File: src/rtl/anode_scan_ctrl_pkg.sv
`default_nettype none
// ============================================================================
//  Package : disp_pkg
//  Shared definitions for the 8-digit 7-segment display blocks: digit count,
//  select width, the all-anodes-off pattern, default refresh divider, and
//  the cyclic "next enabled digit" search used by the scan controller.
//  Revision: 1.0  initial release
// ============================================================================
package disp_pkg;

  localparam int NUM_DIGITS    = 8;
  localparam int SEL_W         = 3;
  localparam int DIV_DEFAULT   = 100000;  // 100 MHz -> 1 kHz per digit
  localparam int DIV_W_DEFAULT = 17;

  typedef logic [SEL_W-1:0]      sel_t;
  typedef logic [NUM_DIGITS-1:0] mask_t;

  localparam mask_t AN_OFF = 8'hFF;

  // Returns the first enabled index after sel, searching sel+1 .. sel+7
  // cyclically. When no other digit is enabled (including an empty mask)
  // sel itself is returned, so the scan holds.
  function automatic sel_t next_enabled(input sel_t sel, input mask_t mask);
    sel_t cand;
    sel_t res;
    res = sel;
    // Walk offsets from far to near so the nearest enabled digit wins.
    for (int i = NUM_DIGITS - 1; i >= 1; i--) begin
      cand = sel + SEL_W'(i);
      if (mask[cand]) res = cand;
    end
    return res;
  endfunction

endpackage
`default_nettype wire

File: src/rtl/anode_scan_ctrl_if.sv
`default_nettype none
// ============================================================================
//  Interface : anode_scan_ctrl_if
//  Bundles the scan controller's control inputs and display outputs.
//    digit_en [7:0]  per-digit enable mask (bit i = digit i)
//    blank           1 = all anodes off, scanning continues
//    bright   [3:0]  PWM duty level (only when ANODE_PWM_EN is defined)
//    sel      [2:0]  digit index to the nibble mux
//    an       [7:0]  active-low anode enables
//    tick            one-cycle strobe per slot boundary
//  master = the side driving the controls, slave = the scan controller.
//  Optional feature macro: ANODE_PWM_EN
//  Revision: 1.0  initial release
// ============================================================================
interface anode_scan_ctrl_if
  import disp_pkg::*;
  ();

  mask_t       digit_en;
  logic        blank;
`ifdef ANODE_PWM_EN
  logic [3:0]  bright;
`endif
  sel_t        sel;
  mask_t       an;
  logic        tick;

`ifdef ANODE_PWM_EN
  modport master (output digit_en, output blank, output bright,
                  input sel, input an, input tick);
  modport slave  (input digit_en, input blank, input bright,
                  output sel, output an, output tick);
`else
  modport master (output digit_en, output blank,
                  input sel, input an, input tick);
  modport slave  (input digit_en, input blank,
                  output sel, output an, output tick);
`endif

endinterface
`default_nettype wire

File: src/rtl/anode_scan_ctrl_tick.sv
`default_nettype none
// ============================================================================
//  Module  : refresh_tick
//  Refresh divider: counts 0..DIV-1 and wraps. wrap_o is combinational and
//  high during the last cycle of a slot, so owners of slot state can load on
//  the boundary edge; tick_o is the registered strobe in the following cycle.
//  Ports:
//    clk     in   system clock
//    reset   in   synchronous active-high reset
//    wrap_o  out  cnt == DIV-1 (combinational)
//    tick_o  out  registered slot-boundary pulse
//  Parameters: DIV (>= 2) cycles per slot, DIV_W counter width
//  Revision: 1.0  initial release
// ============================================================================
module refresh_tick #(
  parameter int DIV   = 100000,
  parameter int DIV_W = 17
) (
  input  logic clk,
  input  logic reset,
  output logic wrap_o,
  output logic tick_o
);

  logic [DIV_W-1:0] cnt_q;
  logic [DIV_W-1:0] cnt_d;
  logic             tick_q;

  assign wrap_o = (cnt_q == DIV_W'(DIV - 1));
  assign cnt_d  = wrap_o ? '0 : cnt_q + DIV_W'(1);

  always_ff @(posedge clk) begin
    if (reset) begin
      cnt_q  <= '0;
      tick_q <= 1'b0;
    end else begin
      cnt_q  <= cnt_d;
      tick_q <= wrap_o;
    end
  end

  assign tick_o = tick_q;

endmodule
`default_nettype wire

File: src/rtl/anode_scan_ctrl.sv
`default_nettype none
// ============================================================================
//  Module  : anode_scan_ctrl
//  Time-multiplexing controller for an 8-digit 7-segment display. Produces
//  the digit select for the nibble mux and the matching active-low anodes,
//  both registered on the same edge so they never skew. Disabled digits are
//  skipped; blank turns every anode off while the scan keeps running.
//  Ports:
//    clk     in   system clock
//    reset   in   synchronous active-high reset
//    bus_if  slave modport of anode_scan_ctrl_if
//              (digit_en, blank, [bright] in; sel, an, tick out)
//  Parameters: DIV (>= 2) cycles per digit slot, DIV_W divider width
//  Optional feature macro: ANODE_PWM_EN (brightness PWM on the lit anode)
//  Revision: 1.0  initial release
// ============================================================================
module anode_scan_ctrl
  import disp_pkg::*;
#(
  parameter int DIV   = DIV_DEFAULT,
  parameter int DIV_W = DIV_W_DEFAULT
) (
  input  logic               clk,
  input  logic               reset,
  anode_scan_ctrl_if.slave   bus_if
);

  logic  slot_wrap;
  logic  slot_tick;
  sel_t  sel_q, sel_d;
  mask_t an_q, an_d;
  logic  lit;

  refresh_tick #(
    .DIV   (DIV),
    .DIV_W (DIV_W)
  ) u_refresh_tick (
    .clk    (clk),
    .reset  (reset),
    .wrap_o (slot_wrap),
    .tick_o (slot_tick)
  );

  // The select only moves on a slot boundary; mid-slot mask changes affect
  // the anodes immediately but wait for the boundary to re-target sel.
  assign sel_d = slot_wrap ? next_enabled(sel_q, bus_if.digit_en) : sel_q;

`ifdef ANODE_PWM_EN
  logic [3:0] pwm_cnt_q;
  logic [3:0] pwm_cnt_d;

  assign pwm_cnt_d = pwm_cnt_q + 4'd1;

  // Compare against the value the counter takes on this edge so the
  // registered anode lines up with the registered PWM phase.
  assign lit = bus_if.digit_en[sel_d] && !bus_if.blank
               && (pwm_cnt_d <= bus_if.bright);

  always_ff @(posedge clk) begin
    if (reset) pwm_cnt_q <= 4'd0;
    else       pwm_cnt_q <= pwm_cnt_d;
  end
`else
  assign lit = bus_if.digit_en[sel_d] && !bus_if.blank;
`endif

  // Anodes are computed from sel_d so they land on the same edge as sel.
  assign an_d = lit ? ~(mask_t'(1) << sel_d) : AN_OFF;

  always_ff @(posedge clk) begin
    if (reset) begin
      sel_q <= '0;
      an_q  <= AN_OFF;
    end else begin
      sel_q <= sel_d;
      an_q  <= an_d;
    end
  end

  assign bus_if.sel  = sel_q;
  assign bus_if.an   = an_q;
  assign bus_if.tick = slot_tick;

endmodule
`default_nettype wire

File: src/flat_wrapper.sv
// flat-port wrapper written by rule: the top's interface ports become plain ports
module anode_scan_ctrl_flat import disp_pkg::*;
#(
  parameter int DIV   = DIV_DEFAULT,
  parameter int DIV_W = DIV_W_DEFAULT
)
  (clk, reset, bus_if_digit_en, bus_if_blank, bus_if_sel, bus_if_an, bus_if_tick);
  anode_scan_ctrl_if bus_if_i ();
  input  logic clk;
  input  logic reset;
  input wire logic [$bits(bus_if_i.digit_en)-1:0] bus_if_digit_en;
  input wire logic [$bits(bus_if_i.blank)-1:0] bus_if_blank;
  output wire logic [$bits(bus_if_i.sel)-1:0] bus_if_sel;
  output wire logic [$bits(bus_if_i.an)-1:0] bus_if_an;
  output wire logic [$bits(bus_if_i.tick)-1:0] bus_if_tick;
  assign bus_if_i.digit_en = bus_if_digit_en;
  assign bus_if_i.blank = bus_if_blank;
  assign bus_if_sel = bus_if_i.sel;
  assign bus_if_an = bus_if_i.an;
  assign bus_if_tick = bus_if_i.tick;
  anode_scan_ctrl #(.DIV(DIV), .DIV_W(DIV_W)) u_core (.clk(clk), .reset(reset), .bus_if(bus_if_i));
endmodule
File: config.mk
export PLATFORM = sky130hd
export DESIGN_NAME = anode_scan_ctrl_flat
export DESIGN_NICKNAME = d
export VERILOG_FILES = /design/src/rtl/anode_scan_ctrl_pkg.sv /design/src/rtl/anode_scan_ctrl_if.sv /design/src/rtl/anode_scan_ctrl_tick.sv /design/src/rtl/anode_scan_ctrl.sv /design/src/flat_wrapper.sv
export SDC_FILE = /design/constraint.sdc
export NUM_CORES = 1
export LEC_CHECK = 0
export BUFFER_PORTS_ARGS = -buffer_cell sky130_fd_sc_hd__buf_2
export CORE_UTILIZATION = 59
export DETAILED_ROUTE_END_ITERATION = 8
export PLACE_DENSITY_LB_ADDON = 0.05
export REMOVE_ABC_BUFFERS = 1
export SYNTH_ARGS = -nofsm -noshare
export SYNTH_HDL_FRONTEND = slang
export SYNTH_HIERARCHICAL = 1
export SYNTH_SLANG_ARGS = --single-unit
File: constraint.sdc
create_clock -name clk -period 3.9 [get_ports clk]
set_input_delay 0.78 -clock clk [delete_from_list [all_inputs] [get_ports clk]]
set_output_delay 0.78 -clock clk [all_outputs]
set_load 0.05 [all_outputs]
==> results.rst <==
.. list-table::
   :header-rows: 1

   * - Metric
     - Value
   * - Clock tree from TritonCTS
     - built
   * - Reg power frac
     - 56.3%
   * - Setup repair bufs after CTS
     - 0
   * - Post-DR wirelength/cell
     - 17.0 um
   * - Sequence of cells on the critical path
     - inv_1 > ha_1 > mux2i_1 > mux4_2 > mux2_2 > a211oi_1 > a22oi_1 > or4_1
   * - Vias
     - 1913
   * - Row count
     - 21
   * - Highest Clock Rate
     - 0.311 GHz
   * - Synthesis-stage register bit count
     - 29
   * - Mean cell area of the mapped netlist
     - 9.26 sq um
   * - Post-Route WL
     - 5.11 mm
   * - Int Pwr
     - 0.393 mW
   * - Max-slew violations
     - 0
   * - Detail Placement HPWL
     - 3.72 mm
   * - Top cells by area in the synthesized netlist
     - sky130_fd_sc_hd__dfxtp_1 27%, sky130_fd_sc_hd__mux4_1 6.1%, sky130_fd_sc_hd__mux4_2 5.3%
   * - Critical Path Source Type
     - flop
   * - Worst slew pin tran
     - 0.671 ns
   * - Initial antenna violation count
     - 0
   * - XOR/XNOR Fraction of Synth Area
     - 6.14%
   * - Maximum single-stage delay on the critical path
     - 0.68 ns
   * - Post-synthesis cell type with the largest combined area
     - sky130_fd_sc_hd__dfxtp_1
   * - Sequential cell area
     - 581 sq um
   * - I/O Buffers
     - 22
   * - Hold buffer count at CTS
     - 0
   * - Via count of the first global-routing pass
     - 1835
   * - Number of detailed-routing iterations run before antenna repair
     - 4
   * - Layout cells sized above 1
     - 20.5%
   * - Source of the worst register-to-register timing path
     - u_core/bus_if.sel[0]$_SDFF_PP0_
   * - Launch instance of the worst min-delay path
     - u_core/u_refresh_tick/cnt_q[0]$_SDFF_PP0_
   * - Via density
     - 6.38
   * - Area share of the leading cell type in the synthesized netlist
     - 27.1%
   * - Share of synthesized flip-flops with an asynchronous set or reset
     - 0%
   * - Max-cap violations
     - 0
   * - Final TNS setup
     - 0 ns
   * - Place WS
     - 0.775 ns
   * - Maximum fanout along the worst path
     - 15
   * - Detailed-route DRC error count
     - 0
   * - Highest-delay cell along the critical path
     - sky130_fd_sc_hd__ha_1
   * - Die boundary width
     - 62.2 um
   * - Shortest clock period the worst path allows after layout
     - 3.21 ns
   * - Path type of the worst setup path
     - flop to flop
   * - Outcome
     - finished clean
   * - Number of flops mapped to enable cells by yosys
     - 0
   * - Overall die height
     - 62.2 um
   * - Final GP Congestion
     - 0.929
   * - Share of total power in combinational logic
     - 11.7%
   * - # resized after CTS
     - 0
   * - Post-synthesis share of cell area spent on and, or, nand and nor gates
     - 23.9%
   * - Largest family of logic cells by synthesized area
     - simple AND/OR/NAND/NOR gates
   * - Sw Ratio
     - 26.7%
   * - Largest net degree at the start of global routing
     - 21
   * - # IOs
     - 23
   * - Class of the tightest hold or removal check
     - flop to flop
   * - Wire length of the first global-routing pass
     - 8.84 mm
   * - Proportion of synthesized area in mux cells
     - 21.3%
   * - Arrival @ worst endpoint
     - 3.41 ns
   * - Filler instances
     - 281
   * - Final Net Count
     - 267
   * - Data required, critical path
     - 4.10 ns
   * - Crit path capture type
     - flop
   * - Share of synthesized area occupied by flip-flops and latches
     - 27.1%
   * - Final-report hold violation count
     - 0
   * - Iteration-0 DRC count of the detailed router
     - 163
   * - Headroom to the max-slew limit
     - 55.2%
   * - Number of routed nets with antenna violations
     - 0
   * - Synth Warn #
     - 6
   * - DIE AREA
     - 3870 sq um
   * - Cell Area, Synth
     - 2140 sq um
   * - Peak supply drop
     - 0.000205 V
   * - GRT Total Usage
     - 29.1%
   * - Switching power total
     - 0.143 mW
   * - Initial standard-cell utilization of the core
     - 62.6%
   * - Clock transition at the registers of the reported paths
     - 0.09 ns
   * - Share of the clock period used by the worst path after layout
     - 82.4%
   * - Number of different library cells in the post-synthesis netlist
     - 58
   * - Latest clock arrival within the worst-skew pair
     - 0.33 ns
   * - Antenna fix cells
     - 0
   * - H-tree levels
     - 2
   * - Buffers from clock root to sink, at most
     - 2
   * - Overall overflow remaining after global route
     - 0
   * - Number of instances in the synthesized netlist
     - 231
   * - Footprint of the multi-input gates
     - 1440 sq um
   * - Leakage power summed over all cells
     - 0.807 nW
   * - Worst setup path startpoint
     - u_core/bus_if.sel[0]$_SDFF_PP0_
   * - Unrepaired setup endpoints after global routing
     - false
   * - Clock power share
     - 32.1%
   * - Ys flop type
     - sky130_fd_sc_hd__dfxtp_1
   * - Max Clock Skew
     - 0.0100 ns
   * - Number of buffers inserted during clock tree synthesis
     - 5
   * - Core ar.
     - 3420 sq um
   * - Synthesized-area fraction occupied by adder cells
     - 1.75%
   * - Cell area power density
     - 232 nW/um^2
   * - Area added between synthesis and finish
     - 7.89%
   * - Final Worst Setup Slack
     - 0.688 ns
   * - Clock sinks
     - 29
   * - Synth Area in Compound Gates
     - 14.3%
   * - Root cell of the clock tree
     - sky130_fd_sc_hd__clkbuf_4
   * - Number of setup violations in the final report
     - 0
==> synth_stat cells (all sizes together), types with 3 or more instances <==
cell     n
nor4     5
dfxtp   29
a21oi    5
o21ai    7
nor2    23
a221oi   3
a22o     3
mux2     7
ha       3
nand2   16
nand4b   3
mux2i   12
xor2     5
xnor2   10
nand4    8
nor3     6
mux4    10
or4      3
nand3   14
inv     10
buf      7
clkbuf   4
==> cell families (layout without fill, tap and decap cells) <==
group | Yosys count | count (layout)
mux | 29 | 29
buf+inv | 21 | 44
xor+xnor | 15 | 15
fa+ha+maj | 3 | 3
simple gates | 93 | 93
flops | 29 | 29
compound gates | 41 | 41
==> routing by layer <==
metal | up-vias | share of wire [%] | GRT usage [%]
li1 | 923 | - | -
met1 | 920 | 45 | 39.4
met2 | 62 | 47 | 46.3
met3 | 8 | 6.0 | 6.43
met4 | 0 | 1.6 | 9.01
met5 | - | 0 | 0
==> metrics by stage <==
stage	power, mW	cells	instance area, sq um	utilization [%]	hold slack (ns)
2_1_floorplan	0.347	220	2060	-	0.430
3_3_place_gp	0.367	292	2260	66.1	0.443
3_5_place_dp	0.370	292	2260	66.1	0.499
4_1_cts	0.544	300	2310	67.6	0.519
5_1_grt	0.558	300	2310	67.6	0.540
6_report	0.536	300	2310	67.6	0.504
==> worst paths after layout <==
check	to	slack, ns	cells after the start
hold reg to reg	u_core/u_refresh_tick/cnt_q[0]$_SDFF_PP0_	0.50	1
setup / recovery	u_core/bus_if.an[1]$_SDFF_PP1_	0.69	8
setup reg to reg	u_core/bus_if.an[1]$_SDFF_PP1_	0.69	8
hold / removal	u_core/u_refresh_tick/cnt_q[0]$_SDFF_PP0_	0.50	1
==> flip-flops by register name, summed over array words and instances, names as in the netlist <==
signal / cells
u_core/u_refresh_tick/cnt_q: 17
u_core/bus_if.an: 8
u_core/u_refresh_tick/tick_o: 1
u_core/bus_if.sel: 3
==> final cells by class <==
type,instances,area share (%)
tap,46,2.49
timing repair buffer,26,6.07
multi-input combinational,181,62.4
inverter,10,1.63
clock buffer,6,1.79
sequential,29,25.1
clock inverter,2,0.434
==> critical path, delay by kind of cell (launching register included) <==
family | cells | cell delay (ns)
AOI/OAI and AO/OA | 2 | 0.51
adders and majority gates | 1 | 0.68
and+or+nand+nor | 1 | 0.51
buffers and inverters | 1 | 0.06
DFF | 1 | 0.34
muxes | 3 | 0.97
==> power groups by stage <==
stage / Sequential (mW) / Combinational, mW / Clock, mW
after floorplan: 0.310 / 0.0374 / 0
after CTS: 0.302 / 0.0617 / 0.181
after global placement: 0.309 / 0.0587 / 0
final: 0.302 / 0.0625 / 0.172
after global routing: 0.303 / 0.0682 / 0.188
after detailed placement: 0.309 / 0.0614 / 0
==> placed cells by master, fill, tap and decap left out, types with 3 or more instances in the layout <==
cell	count
sky130_fd_sc_hd__nand2_1	16
sky130_fd_sc_hd__inv_1	10
sky130_fd_sc_hd__xor2_1	5
sky130_fd_sc_hd__buf_4	4
sky130_fd_sc_hd__o21ai_0	7
sky130_fd_sc_hd__dfxtp_1	29
sky130_fd_sc_hd__nor4_1	4
sky130_fd_sc_hd__nor2_1	23
sky130_fd_sc_hd__ha_1	3
sky130_fd_sc_hd__or4_1	3
sky130_fd_sc_hd__nand3_1	14
sky130_fd_sc_hd__buf_2	22
sky130_fd_sc_hd__a21oi_1	5
sky130_fd_sc_hd__mux4_1	5
sky130_fd_sc_hd__clkbuf_4	5
sky130_fd_sc_hd__mux2_2	7
sky130_fd_sc_hd__mux2i_1	11
sky130_fd_sc_hd__nand4_1	8
sky130_fd_sc_hd__nand4b_1	3
sky130_fd_sc_hd__a22o_1	3
sky130_fd_sc_hd__xnor2_1	10
sky130_fd_sc_hd__mux4_2	5
sky130_fd_sc_hd__nor3_1	6
No activity file was read; power rests on OpenSTA's default activity.
